**config.mk**
```make
export PLATFORM = sky130hd
export DESIGN_NAME = branch_predictor
export DESIGN_NICKNAME = d
export VERILOG_FILES = /design/src/rtl/branch_predictor_pkg.sv /design/src/rtl/branch_predictor_sat_counter2.sv /design/src/rtl/branch_predictor.sv
export SDC_FILE = /design/constraint.sdc
export NUM_CORES = 1
export LEC_CHECK = 0
export BUFFER_PORTS_ARGS = -buffer_cell sky130_fd_sc_hd__buf_4
export CAP_MARGIN = 20
export CORE_UTILIZATION = 60
export CTS_CLUSTER_DIAMETER = 100
export DETAILED_ROUTE_END_ITERATION = 8
export HOLD_SLACK_MARGIN = 0.12
export PLACE_DENSITY = 0.78
export SYNTH_ARGS = -nofsm -noshare
export SYNTH_HDL_FRONTEND = slang
export SYNTH_SLANG_ARGS = --single-unit
```
**constraint.sdc**
```tcl
create_clock -name clk -period 7.85 [get_ports clk]
set_clock_uncertainty 0.1 [all_clocks]
set_input_delay 0.785 -clock clk [delete_from_list [all_inputs] [get_ports clk]]
set_output_delay 0.785 -clock clk [all_outputs]
set_load 0.005 [all_outputs]
```
**src/rtl/branch_predictor_pkg.sv**
```systemverilog
// Shared types and constants for the BTB-based branch predictor.
`default_nettype none

package branch_predictor_pkg;

  localparam int INST_ADDR_W = 32;
  localparam int BTB_IDX_W   = 4;

  typedef logic [INST_ADDR_W-1:0] inst_addr_t;

  typedef enum logic [1:0] {
    STRONG_NT = 2'b00,
    WEAK_NT   = 2'b01,
    WEAK_T    = 2'b10,
    STRONG_T  = 2'b11
  } ctr_e;

  function automatic logic ctr_predicts_taken(input ctr_e ctr);
    return (ctr == WEAK_T) || (ctr == STRONG_T);
  endfunction

endpackage

`default_nettype wire

```
**src/rtl/branch_predictor_sat_counter2.sv**
```systemverilog
// Next-state logic for a 2-bit saturating direction counter.
`default_nettype none

module branch_predictor_sat_counter2
  import branch_predictor_pkg::*;
(
  input  ctr_e ctr,
  input  logic taken,
  output ctr_e ctr_next
);

  always_comb begin
    ctr_next = ctr;
    if (taken) begin
      unique case (ctr)
        STRONG_NT: ctr_next = WEAK_NT;
        WEAK_NT:   ctr_next = WEAK_T;
        WEAK_T:    ctr_next = STRONG_T;
        STRONG_T:  ctr_next = STRONG_T;
      endcase
    end else begin
      unique case (ctr)
        STRONG_NT: ctr_next = STRONG_NT;
        WEAK_NT:   ctr_next = STRONG_NT;
        WEAK_T:    ctr_next = WEAK_NT;
        STRONG_T:  ctr_next = WEAK_T;
      endcase
    end
  end

endmodule

`default_nettype wire

```
**src/rtl/branch_predictor.sv**
```systemverilog
// Direct-mapped BTB with 2-bit counters: combinational IF-stage lookup,
// registered training from EX, plus saturating branch/miss perf counters.
`default_nettype none

module branch_predictor
  import branch_predictor_pkg::*;
#(
  parameter int IDX_W = BTB_IDX_W,
  parameter int CNT_W = 32
) (
  input  logic             clk,
  input  logic             rst,
  input  inst_addr_t       if_pc_i,
  output logic             prediction_o,
  output inst_addr_t       prediction_pc_o,
  input  logic             upd_valid_i,
  input  inst_addr_t       upd_pc_i,
  input  logic             upd_taken_i,
  input  inst_addr_t       upd_target_i,
  input  logic             upd_mispredict_i,
  output logic [CNT_W-1:0] perf_branch_cnt_o,
  output logic [CNT_W-1:0] perf_miss_cnt_o
);

  localparam int ENTRIES = 2 ** IDX_W;
  localparam int TAG_W   = INST_ADDR_W - 2 - IDX_W;

  logic [ENTRIES-1:0] valid_q;
  ctr_e               ctr_q    [ENTRIES];
  logic [TAG_W-1:0]   tag_q    [ENTRIES];
  inst_addr_t         target_q [ENTRIES];

  logic [IDX_W-1:0] lk_idx;
  logic [TAG_W-1:0] lk_tag;
  logic             lk_hit;

  logic [IDX_W-1:0] upd_idx;
  logic [TAG_W-1:0] upd_tag;
  logic             upd_hit;
  ctr_e             upd_ctr_next;

  // Byte-offset bits of word-aligned PCs carry no information.
  wire unused_pc_lsbs = ^{if_pc_i[1:0], upd_pc_i[1:0]};

  assign lk_idx = if_pc_i[IDX_W+1:2];
  assign lk_tag = if_pc_i[INST_ADDR_W-1:IDX_W+2];
  assign lk_hit = valid_q[lk_idx] && (tag_q[lk_idx] == lk_tag);

  assign prediction_o    = lk_hit && ctr_predicts_taken(ctr_q[lk_idx]);
  assign prediction_pc_o = prediction_o ? target_q[lk_idx] : (if_pc_i + 32'd4);

  assign upd_idx = upd_pc_i[IDX_W+1:2];
  assign upd_tag = upd_pc_i[INST_ADDR_W-1:IDX_W+2];
  assign upd_hit = valid_q[upd_idx] && (tag_q[upd_idx] == upd_tag);

  branch_predictor_sat_counter2 u_sat_counter2 (
    .ctr      (ctr_q[upd_idx]),
    .taken    (upd_taken_i),
    .ctr_next (upd_ctr_next)
  );

  always_ff @(posedge clk) begin
    if (rst) begin
      valid_q           <= '0;
      perf_branch_cnt_o <= '0;
      perf_miss_cnt_o   <= '0;
      for (int i = 0; i < ENTRIES; i++) begin
        ctr_q[i] <= STRONG_NT;
      end
    end else if (upd_valid_i) begin
      if (upd_hit) begin
        ctr_q[upd_idx] <= upd_ctr_next;
      end else if (upd_taken_i) begin
        valid_q[upd_idx] <= 1'b1;
        ctr_q[upd_idx]   <= WEAK_T;
      end
      if (perf_branch_cnt_o != '1) begin
        perf_branch_cnt_o <= perf_branch_cnt_o + CNT_W'(1);
      end
      if (upd_mispredict_i && (perf_miss_cnt_o != '1)) begin
        perf_miss_cnt_o <= perf_miss_cnt_o + CNT_W'(1);
      end
    end
  end

  // Tag/target are qualified by valid_q, so they need no reset. A taken
  // update writes them on both hit (tag unchanged) and allocation.
  always_ff @(posedge clk) begin
    if (!rst && upd_valid_i && upd_taken_i) begin
      tag_q[upd_idx]    <= upd_tag;
      target_q[upd_idx] <= upd_target_i;
    end
  end

endmodule

`default_nettype wire

```
==> impl_results.md <==
* CTS Buffer Depth at 3
* Most common cell after layout, fill and taps aside: edfxtp_1
* Layout cells sized above 1 at 31.4%
* Main synth FF type: edfxtp_1
* Ranking of synthesized cells by area: edfxtp_1, mux4_2, dfxtp_1
* CTS tree: built
* Pin count of the biggest net entering global routing at ~110
* Maxcap violations at 0
* Internal power at roughly 9000 µW
* Die Y at ~280 µm
* Met3 usage at ~6.3%
* Most frequent cells in the layout: edfxtp_1, mux4_2, buf_4
* Post-synth EDFFs at 960
* Cell Pwr Density at 229 nW/µm²
* RSZ-0062 raised after global routing: no
* Post-Place Setup Slack at 1.65 ns
* Drt wl/cell at around 32 µm
* Worst Path Buf+Inv at 3
* Gate Count Post-Synth at 2357
* Slowest library cell on the worst path: nor4_1
* Post-route cell area at ~51000 µm²
* Starting Density at between 60% and 70%
* Die area at 76400 µm²
* Synth top area share at about 64%
* Routability cong. at ~0.84
* Psw at between 2000 and 3000 µW
* Most used routing layer: met2
* Sequential fraction of the synthesis area at roughly two thirds
* Remaining Overflow, GRT at 0
* Post-CTS setup buffer count at 0
* Worst Hold Class: in2reg
* PnR worst setup slack at ~1.5 ns
* Port buffer count at 195
* Hold_buf cts at 0
* Combinational power share at roughly 7%
* CTS resizes at 0
* CTS sink count at ~1000
* First-pass DRT Iterations at 6
* GRT Overall Usage at 30.8%
* Setup TNS at 0 ns
* Cells along the critical path: buf_8 -> mux4_2 -> mux4_2 -> xor2_1 -> nor4_1 -> nand4_1 -> nor4_4 -> buf_4 -> mux2_2 -> buf_4
* Final Cycle Share at roughly four fifths
* Switching power share of the total at between 20% and 30%
* Largest stage delay, worst path at about 0.68 ns
* Filler Cell Count at about 4500
* Clock slew at reported path FFs at roughly 0.060 ns
* Final hold viol count at 0
* Largest area contributor in the netlist: edfxtp_1
* Worst R2R Setup Slack at around 3.4 ns
* Leakage power at roughly 0.016 µW
* Met1 Track Usage GR at 42.3%
* Placed cell areas at approximately 48000 µm²
* Wirelength, routed at 117 mm
* Antenna violations before repair at 13
* Endpoints failing setup at 0
* Via count at around 25000
* Residual DRC at 0
* Core ar. at around 74000 µm²
* DP HPWL at approximately 65 mm
* CTS H-tree depth at 3
* Syn. warnings at 0
* Peak VDD IR at approximately 0.22 mV
* GR Layer Usage met2 at approximately 50%
* Yosys reg bits at roughly 1000
* Vias in the first global route at about 25000
* Critical path launch point type: input pin
* I/O pin cnt at around 200
* Part of the power in registers at between 50% and 60%
* Vias per inst at approximately 7.0
* Worst Path Required at between 6 and 7 ns
* Avg Inst Size Synth at around 19 µm²
* Worst Path Arrival at ~5.5 ns
* Critical path start-end classification: in2out
* Rel. slew slack at between 20% and 30%
* Fraction of registers with async set/reset at 0%
* Worst path top cell family by delay: multiplexers
* Clk root buf: clkbuf_16
* Max Slew Vio Count at 0
* Final net count at ~2700
* Clk_lat worst skew at between 0.6 and 0.7 ns
* Std-Cell Rows at 100
* Syn-to-layout area delta at 12.9%
* Die Width at approximately 280 µm
* Drt initial violations at 3457
* CTS buffer count at ~100
* Post-synth cell types at 71
* Critical-path maximum fanout at between 80 and 90
* Area of the mapped netlist at between 40000 and 50000 µm²
* First-pass GRT wire length at approximately 170 mm
* Fmax at between 150 and 200 MHz
* Post-layout min period at about 6.4 ns
* Power share of the clock group at roughly 40%
* Post-synth net total at approximately 2500
* Status: finished clean
* Slew @ Worst Pin at about 1.1 ns
* Post-DRT Antenna Nets at 0
* CP endpoint kind: output pin
## metal layers
metal,vias to the layer above,share of wire (%)
met5,-,0.082
met4,14,3.4
met3,262,10
met2,1670,50
met1,13324,37
li1,10223,-
## Yosys cell counts, types with 15 or more instances
library cell	n
or3_1	16
mux4_2	382
a41o_1	16
clkbuf_1	68
a21oi_1	17
nor3_1	31
nor2b_1	15
nand4_1	33
nand3_1	47
nand2_1	72
xor2_1	71
o21ai_0	20
edfxtp_1	960
mux2i_1	58
nor2_1	111
inv_1	19
buf_2	35
xnor2_1	64
dfxtp_1	80
buf_1	21
mux2_2	45
## state kept, by name, indices dropped and copies added (netlist names)
signal	cells
ctr_q	32
perf_branch_cnt_o	32
perf_miss_cnt_o	32
tag_q	416
target_q	512
valid_q	16
## through the flow
stage / cells / utilization [%] / hold WS, ns / total power (µW)
floorplan: 2357 / - / 0.348 / 6700
global placement: 3426 / 64.1 / 0.377 / 6980
detailed placement: 3427 / 64.2 / 0.382 / 7000
CTS: 3610 / 68.5 / 0.271 / 11700
global route: 3615 / 68.5 / 0.278 / 12000
finish: 3618 / 68.5 / 0.297 / 11700
## cell type report
class | count | area [µm²] | area share (%)
sequential | 1040 | 30400 | 59.6
inverter | 20 | 77.6 | 0.152
antenna | 8 | 20.0 | 0.0392
multi-input combinational | 1157 | 14200 | 27.7
timing repair buffer | 241 | 1900 | 3.73
tap | 969 | 1210 | 2.38
clock buffer | 135 | 2720 | 5.32
clock inverter | 48 | 514 | 1.01
## path summary, 6_finish.rpt
kind / start / end / depth (start not counted)
worst min register to register: valid_q[8] / valid_q[8] / 1
worst min-delay path: upd_target_i[13] / target_q[7][13] / 1
worst max register to register: tag_q[7][1] / ctr_q[12][1] / 8
worst max-delay path: if_pc_i[2] / prediction_pc_o[3] / 10
## cells by family (layout without fill, tap and decap cells)
logic type               Yosys count  count (layout)  synth area share, %
AO/OA/AOI/OAI                    138             138                 2.32
XOR/XNOR                         135             135                 2.62
adder cells (fa/ha/maj)            4               4                0.105
buffers and inverters            160             444                 1.63
flip-flops                      1040            1040                 67.3
multiplexers                     489             489                 21.7
other                              0               8                    0
AND/OR/NAND/NOR                  391             391                 4.32
## power by group through the flow
stage | Combinational [µW] | Sequential [µW] | Clock, µW
6_report | 792 | 6110 | 4770
5_1_grt | 832 | 6110 | 5010
4_1_cts | 788 | 6110 | 4800
3_5_place_dp | 781 | 6220 | 0
3_3_place_gp | 762 | 6220 | 0
2_1_floorplan | 485 | 6220 | 0
(Power assumes the default switching activity.)
